## src/rtl/pipe_hazard_ctrl_pkg.sv

```systemverilog
// rtl/pipe_hazard_ctrl_pkg.sv - shared pipeline types and constants for hazard control
package pipe_hazard_ctrl_pkg;

    // Memory-wait FSM: RUN while the pipeline flows, WAIT while a data access is outstanding
    typedef enum logic {
        RUN  = 1'b0,
        WAIT = 1'b1
    } ctrl_state_t;

    // Architectural zero register: writes to it never create a dependency
    localparam logic [4:0] REG_ZERO = 5'd0;

    // Width of the memory-wait timer
    localparam int TIMER_W = 8;

    // True when destination d is a real register that the valid ID instruction reads
    function automatic logic reg_match(
        input logic [4:0] d,
        input logic [4:0] src1,
        input logic [4:0] src2,
        input logic       two_src,
        input logic       valid
    );
        return (d != REG_ZERO) && valid && ((d == src1) || (two_src && (d == src2)));
    endfunction

endpackage

```

## src/rtl/hazard_detect.sv

```systemverilog
// rtl/hazard_detect.sv - combinational data-hazard detect for the ID stage
module hazard_detect
    import pipe_hazard_ctrl_pkg::*;
(
    input  logic [4:0] ID_src1,
    input  logic [4:0] ID_src2,
    input  logic       ID_two_src,
    input  logic       ID_valid,
    input  logic [4:0] EXE_Dest,
    input  logic       EXE_WB_EN,
    input  logic       EXE_MEM_R_EN,
    input  logic [4:0] MEM_Dest,
    input  logic       MEM_WB_EN,
    input  logic       fwd_en,
    output logic       detect
);

    logic exe_hit;
    logic mem_hit;

    // A load in EXE always stalls a dependent reader; without forwarding any pending write does
    always_comb begin
        exe_hit = reg_match(EXE_Dest, ID_src1, ID_src2, ID_two_src, ID_valid);
        mem_hit = reg_match(MEM_Dest, ID_src1, ID_src2, ID_two_src, ID_valid);
        detect  = EXE_MEM_R_EN && EXE_WB_EN && exe_hit;
        if (!fwd_en) begin
            detect = detect || (EXE_WB_EN && exe_hit) || (MEM_WB_EN && mem_hit);
        end
    end

endmodule

```

## src/rtl/pipe_hazard_ctrl.sv

```systemverilog
// rtl/pipe_hazard_ctrl.sv - stall, bubble, flush and freeze control with memory-wait timeout
module pipe_hazard_ctrl
    import pipe_hazard_ctrl_pkg::*;
#(
    parameter int MEM_TIMEOUT = 255,
    parameter int CNT_W       = 16
) (
    input  logic             clk,
    input  logic             rst,
    input  logic [4:0]       ID_src1,
    input  logic [4:0]       ID_src2,
    input  logic             ID_two_src,
    input  logic             ID_valid,
    input  logic [4:0]       EXE_Dest,
    input  logic             EXE_WB_EN,
    input  logic             EXE_MEM_R_EN,
    input  logic [4:0]       MEM_Dest,
    input  logic             MEM_WB_EN,
    input  logic             MEM_R_EN,
    input  logic             MEM_W_EN,
    input  logic             Br_taken,
    input  logic             fwd_en,
    input  logic             mem_ready,
    output logic             hazard_stall,
    output logic             ID_bubble,
    output logic             Flush,
    output logic             freeze,
    output logic             mem_err,
    output logic [CNT_W-1:0] stall_cnt
);

    // Last timer value allowed in WAIT; reaching it without mem_ready aborts the access
    localparam logic [TIMER_W-1:0] TIMEOUT_LAST = TIMER_W'(MEM_TIMEOUT - 1);

    ctrl_state_t        state;
    logic [TIMER_W-1:0] timer;
    logic               br_pend;
    logic               mem_acc;
    logic               abort;
    logic               detect;

    hazard_detect u_hazard_detect (
        .ID_src1      (ID_src1),
        .ID_src2      (ID_src2),
        .ID_two_src   (ID_two_src),
        .ID_valid     (ID_valid),
        .EXE_Dest     (EXE_Dest),
        .EXE_WB_EN    (EXE_WB_EN),
        .EXE_MEM_R_EN (EXE_MEM_R_EN),
        .MEM_Dest     (MEM_Dest),
        .MEM_WB_EN    (MEM_WB_EN),
        .fwd_en       (fwd_en),
        .detect       (detect)
    );

    // Same-cycle control: reset masks everything, freeze beats Flush, Flush beats the stall
    always_comb begin
        mem_acc      = MEM_R_EN || MEM_W_EN;
        abort        = (state == WAIT) && !mem_ready && (timer == TIMEOUT_LAST);
        freeze       = rst && mem_acc && !mem_ready && !abort;
        Flush        = rst && (Br_taken || br_pend) && !freeze;
        hazard_stall = rst && detect && !freeze && !Flush;
        ID_bubble    = hazard_stall;
    end

    // Memory-wait FSM; the timer only runs in WAIT and is cleared whenever WAIT is left
    always_ff @(posedge clk) begin
        if (!rst) begin
            state <= RUN;
            timer <= '0;
        end else begin
            case (state)
                RUN: begin
                    timer <= '0;
                    if (mem_acc && !mem_ready) begin
                        state <= WAIT;
                    end
                end
                WAIT: begin
                    if (mem_ready || abort) begin
                        state <= RUN;
                        timer <= '0;
                    end else begin
                        timer <= timer + 1'b1;
                    end
                end
                default: begin
                    state <= RUN;
                    timer <= '0;
                end
            endcase
        end
    end

    // A branch resolved under freeze is remembered and flushed on the first unfrozen cycle
    always_ff @(posedge clk) begin
        if (!rst) begin
            br_pend <= 1'b0;
        end else if (Flush) begin
            br_pend <= 1'b0;
        end else if (Br_taken && freeze) begin
            br_pend <= 1'b1;
        end
    end

    // Sticky timeout flag, only cleared by reset
    always_ff @(posedge clk) begin
        if (!rst) begin
            mem_err <= 1'b0;
        end else if (abort) begin
            mem_err <= 1'b1;
        end
    end

    // Saturating count of cycles lost to freeze or hazard stall
    always_ff @(posedge clk) begin
        if (!rst) begin
            stall_cnt <= '0;
        end else if ((freeze || hazard_stall) && (stall_cnt != '1)) begin
            stall_cnt <= stall_cnt + 1'b1;
        end
    end

endmodule
```

## config.mk

```make
export PLATFORM = sky130hd
export DESIGN_NAME = pipe_hazard_ctrl
export DESIGN_NICKNAME = d
export VERILOG_FILES = /design/src/rtl/pipe_hazard_ctrl_pkg.sv /design/src/rtl/hazard_detect.sv /design/src/rtl/pipe_hazard_ctrl.sv
export SDC_FILE = /design/constraint.sdc
export NUM_CORES = 1
export LEC_CHECK = 0
export BUFFER_PORTS_ARGS = -buffer_cell sky130_fd_sc_hd__buf_2
export CORE_ASPECT_RATIO = 1.75
export CORE_MARGIN = 4
export CORE_UTILIZATION = 39
export CTS_CLUSTER_DIAMETER = 40
export DETAILED_ROUTE_END_ITERATION = 10
export GPL_ROUTABILITY_DRIVEN = 0
export SYNTH_ARGS = -nofsm -noshare
export SYNTH_HDL_FRONTEND = slang
export SYNTH_SLANG_ARGS = --single-unit
```

## constraint.sdc

```tcl
create_clock -name clk -period 3.4 [get_ports clk]
set_input_delay 0.17 -clock clk [delete_from_list [all_inputs] [get_ports clk]]
set_output_delay 0.17 -clock clk [all_outputs]
set_load 0.02 [all_outputs]
```

# Yosys cells after proc, flatten, opt, wreduce, memory -nomap -nowiden

Index checks and enable logic that the tools add are counted.

Word-level logic and storage cells: 59
Output and inout port bits: 21
Register bits: 27
Input port bits: 32

Reduce and logical (&&, ||, !) cells: 38
Mux-type cells: 6
$add $sub $neg: 2
Equality and inequality tests: 6
Bitwise gates (word level): 2

Operator list:

| cell                  | number |
|---|---|
| $logic_and 1x1->1     | 23 |
| $eq 5x5->1            | 4 |
| $add 16x1->16 const B | 1 |
| $ne 16x16->1 const B  | 1 |
| $pmux 8 s2            | 1 |
| $reduce_bool 5->1     | 2 |
| $add 8x1->8 const B   | 1 |
| $eq 8x8->1 const B    | 1 |
| $logic_or 1x1->1      | 8 |
| $mux 8                | 1 |
| $logic_not 1->1       | 4 |
| $mux 1                | 3 |
| $not 1->1             | 2 |
| $pmux 1 s2            | 1 |
| $reduce_or 2->1       | 1 |

# Logic depth before layout (Yosys ltp)

Depth in word-level cells: 13
Depth in mapped cells: 10

# By module

From an unflattened synthesis, not the netlist that was laid out.

Cell total of the unflattened synthesis: 189
Area, all modules: 1571.5 um^2

Modules (own cells, without submodules):

| module           | area each (um^2) | cells each | instances |
|---|---|---|---|
| pipe_hazard_ctrl | 1297.5           | 152        | 1 |
| hazard_detect    | 274.0            | 37         | 1 |

# Worst setup path after synthesis

OpenSTA, ideal clock, no wires.

Path kind: register -> register
From: register stall_cnt[0]
To: register stall_cnt[13]
Data arrival time: 1.996 ns
Path buffers: 2
Stages on the path, launching flop included: 9
Clock period less this slack: 2.091 ns
Slack: 1.309 ns
Cells stage by stage: dfxtp_1 ha_1 nand3_1 nor4_2 and3_1 buf_4 buf_2 o311ai_1 o41ai_2

Longest elaborated chain between the ends: 2
Elaborated cells on any way between the ends: 3
Classes of those cells: add/sub (1); eq/ne (1); reduce/logical (1)

RTL lines:

| element                                               | line                    | source |
|---|---|---|
| start, declared                                       | pipe_hazard_ctrl.sv:29  | `output logic [CNT_W-1:0] stall_cnt` |
| start signal, assigned                                | pipe_hazard_ctrl.sv:120 | `stall_cnt <= stall_cnt + 1'b1;` |
| branches (longest 2 deep; another with $add 16x1->16) | --                      |  |

Parallel ways; which one is timed is not known.
A chain may end at the register's enable or synchronous reset.

# Final worst setup path

From: register timer[0]
To: register stall_cnt[10]

Longest elaborated chain between the ends: 10
Elaborated cells on any way between the ends: 11
Classes of those cells: eq/ne (1); reduce/logical (10)

RTL lines:

| element                | line                                           | source |
|---|---|---|
| start, declared        | pipe_hazard_ctrl.sv:36                         | `logic [TIMER_W-1:0] timer;` |
| start signal, assigned | pipe_hazard_ctrl.sv:84                         | `timer <= timer + 1'b1;` |
| $eq 8x8->1 *           | pipe_hazard_ctrl.sv:59                         | `abort = (state == WAIT) && !mem_ready && (timer == TIMEOUT_LAST);` |
| $logic_and 1x1->1 *    | pipe_hazard_ctrl.sv:59                         |  |
| $logic_not 1->1 *      | pipe_hazard_ctrl.sv:60                         | `freeze = rst && mem_acc && !mem_ready && !abort;` |
| $logic_and 1x1->1 *    | pipe_hazard_ctrl.sv:60                         |  |
| $logic_not 1->1        | pipe_hazard_ctrl.sv:61, pipe_hazard_ctrl.sv:62 |  |
| $logic_and 1x1->1      | pipe_hazard_ctrl.sv:61                         | `Flush = rst && (Br_taken \|\| br_pend) && !freeze;` |
| $logic_not 1->1        | pipe_hazard_ctrl.sv:62                         | `hazard_stall = rst && detect && !freeze && !Flush;` |
| $logic_and 1x1->1      | pipe_hazard_ctrl.sv:62                         |  |
| $logic_or 1x1->1 *     | pipe_hazard_ctrl.sv:119                        | `end else if ((freeze \|\| hazard_stall) && (stall_cnt != '1)) begin` |
| $logic_and 1x1->1 *    | pipe_hazard_ctrl.sv:119                        |  |

Mark *: on every way between the ends. The rest lies on a longest branch, timed or not.

==> flow_summary.ini <==
[routing]
first_pass_iters = 4
wl_per_cell_um = 14.3
remaining_drc_errors = 0
dr.first_iter.drc_count = 42
routed_wl_um = 4180
vias = 1564
viasPerCell = 5.34
ant_nets = 0

[min_path]
min_to = br_pend$_SDFFE_PP0P_
hp-class = input port to flip-flop
hold_start = Br_taken
hold_depth = 3

[layout]
nets = 280
n_antenna_cell = 0
drive_above_1_share_pct = 27.9
finalNonFillerCells = 293
areaGrowthSynthToFinish_pct = 19.0
filler_cell_count = 431

[run_status]
status = complete, no violations

[floorplanning]
start_util_pct = 40.7
die_h_um = 95.5
placementRows = 31
die_area_sq_um = 5540
ios = 53
die_x_um = 58.0
core_area_sq_um = 4190

[critical_path]
crit_required_ns = 3.60
rr_endpoint = stall_cnt[10]$_SDFFE_PN0P_
crit_chain = inv_1 -> ha_1 -> and3_1 -> nand3_1 -> o211ai_1 -> o221a_4 -> or4_1 -> a21oi_1
cp_top_family = simple AND/OR/NAND/NOR gates
crit-reg2reg-launch = timer[0]$_SDFF_PP0_
cp_data_arrival_time_ns = 2.33
criticalPathCategory = flip-flop to flip-flop
cp_slowest_cell = or4_1
cp_max_fo = 24
path_buf_inv = 1
cp-end-kind = flip-flop
reg2reg_depth = 8
critPathMaxStageDelay_ns = 0.50
r2r_setup_slack_ns = 1.27
critPathLaunchType = flip-flop

[placed_design]
place_ws_ns = 1.28
dp_cells = 289
portBuffers = 52
dp_hpwl_um = 3430

[global_route]
overflow = 0
grt_antenna_before_repair = 0
grt_pass1_vias = 1442
grt_max_degree = 25
track_usage_pct = 15.2
grt_pass1_wl_um = 6490

[sta]
period_needed_ns = 2.13
fin_tns_setup_ns = 0
setup_viol = 0
skew_ns = 0.00717
rsz0062_at_grt = false
finalWorstSetupSlack_ns = 1.27
maxSlewHeadroom_pct = 73.7
max_freq_mhz = 470
maxSlewViolCount = 0
hold_viol = 0
worst_slew_pin_slew_ns = 0.393
finalCritPeriodShare_pct = 62.6

[clock_tree]
cts.sinks = 27
post_cts_buffers = 0
numCtsBuffers = 3
htree_levels = 1
hold_buffers = 0
cts_buffer_depth = 2
clock_latency_ns = 0.27
cts-root-buf = clkbuf_8
clkSlewWorstSetupHoldPaths_ns = 0.09
post_cts_resized = 0
cts_tree = yes

[synth]
synth_cell_types = 45
yosys_warnings = 0
ys_async_sr_fraction_pct = 0
syn-cell-area_sq_um = 1710
synth.net_count = 229
synth-main-ff-cell = dfxtp_1
ys_seq_elements = 27
synth_edf_count = 0
avgSynthCellArea_sq_um = 8.79
ys_seq_area_share_pct = 31.7
syn_inst = 194

[run]
cap_violations = 0

[power]
cellPowerDensity_nw_per_um2 = 289
peakVddDrop_uv = 255
p_leak_nw = 0.777
[registers in the layout (all words and copies together), names as in the netlist]
signal	flops
mem_err	1
br_pend	1
stall_cnt	16
timer	8
state	1
[layout by cell type (no fill, tap or decap), types with 2 or more instances in the layout]
master,count
or4_1,5
o2111ai_1,2
inv_1,5
nor4_2,5
and4_1,2
dfxtp_1,27
nand4_1,3
nand2_1,18
xnor2_1,13
clkbuf_8,3
nor3_1,4
nand3_1,12
xor2_1,13
ha_1,3
buf_2,52
nor4b_2,2
and2_1,3
a21oi_1,8
o22ai_1,2
o31ai_1,5
nor2_1,19
nand2b_1,4
o41ai_2,2
o21ai_1,2
mux2i_1,6
and3_1,5
[Yosys cell counts (all sizes together), types with 2 or more instances]
| cell type | instances | area share [%] |
|---|---|---|
| a21oi | 8 | 2.3 |
| and2 | 3 | 1.1 |
| and3 | 5 | 1.8 |
| and4 | 2 | 1.0 |
| buf | 5 | 2.5 |
| clkbuf | 2 | 0.44 |
| dfxtp | 27 | 32 |
| ha | 3 | 2.2 |
| inv | 5 | 1.1 |
| mux2i | 6 | 3.5 |
| nand2 | 18 | 4.0 |
| nand2b | 4 | 1.5 |
| nand3 | 12 | 3.5 |
| nand4 | 3 | 1.1 |
| nor2 | 19 | 4.2 |
| nor3 | 4 | 1.2 |
| nor4 | 5 | 3.7 |
| nor4b | 2 | 1.8 |
| o2111ai | 3 | 1.9 |
| o21ai | 3 | 0.88 |
| o221a | 2 | 1.8 |
| o22ai | 2 | 0.73 |
| o31ai | 5 | 2.2 |
| o41ai | 2 | 1.9 |
| or4 | 5 | 2.2 |
| xnor2 | 13 | 6.7 |
| xor2 | 13 | 6.7 |
[power breakdown]
group / internal (W) / switching, W / leakage, nW / total (W)
sequential: 0.000319 / 0.00000218 / 0.218 / 0.000321
combinational: 0.0000375 / 0.0000490 / 0.536 / 0.0000864
clock: 0.0000838 / 0.0000947 / 0.0228 / 0.000179
total: 0.000440 / 0.000146 / 0.777 / 0.000586
[cell type report]
type | count | area (sq um) | area share (%)
Tap cell | 49 | 61.3 | 3.02
Multi-Input combinational cell | 155 | 1100 | 54.0
Clock buffer | 4 | 45.0 | 2.22
Sequential cell | 27 | 541 | 26.6
Timing Repair Buffer | 53 | 268 | 13.2
Inverter | 5 | 18.8 | 0.925
[cell families after synthesis]
| logic type | after synthesis | synth area share (%) |
|---|---|---|
| simple gates | 88 | 29.9 |
| compound gates | 32 | 15.3 |
| flops | 27 | 31.7 |
| xor+xnor | 26 | 13.4 |
| buf+inv | 12 | 4.03 |
| mux | 6 | 3.52 |
| fa+ha+maj | 3 | 2.20 |
[worst min-delay path: cells and delay by family]
kind | cells | cell delay (ns)
buf+inv | 1 | 0.09
simple gates | 2 | 0.12
[metal layers]
layer / up-vias / global-route usage (%) / wire [um]
li1: 806 / - / -
met1: 723 / 14.4 / 1450
met2: 31 / 31.1 / 2470
met3: 4 / 2.85 / 224
met4: 0 / 4.64 / 37
met5: - / 0 / 0
[worst max-delay path by stage]
stage / slack [ns] / depth (start not counted) / start / endpoint
floorplan: 1.31 / 8 / stall_cnt[0]$_SDFFE_PN0P_ / stall_cnt[13]$_SDFFE_PN0P_
global placement: 1.32 / 7 / stall_cnt[0]$_SDFFE_PN0P_ / stall_cnt[7]$_SDFFE_PN0P_
detailed placement: 1.28 / 7 / rst / stall_cnt[6]$_SDFFE_PN0P_
CTS: 1.25 / 8 / timer[0]$_SDFF_PP0_ / stall_cnt[10]$_SDFFE_PN0P_
global route: 1.07 / 8 / timer[0]$_SDFF_PP0_ / stall_cnt[8]$_SDFFE_PN0P_
finish: 1.27 / 8 / timer[0]$_SDFF_PP0_ / stall_cnt[10]$_SDFFE_PN0P_
[through the flow]
step	cell area [sq um]	hold slack (ns)	util [%]	power, W
floorplan	1710	0.295	-	0.000378
global placement	1980	0.425	47.4	0.000415
detailed placement	1980	0.426	47.4	0.000416
CTS	2030	0.146	48.4	0.000595
global route	2030	0.162	48.4	0.000614
finish	2030	0.146	48.4	0.000586
Power figures use the tool's default switching activity.
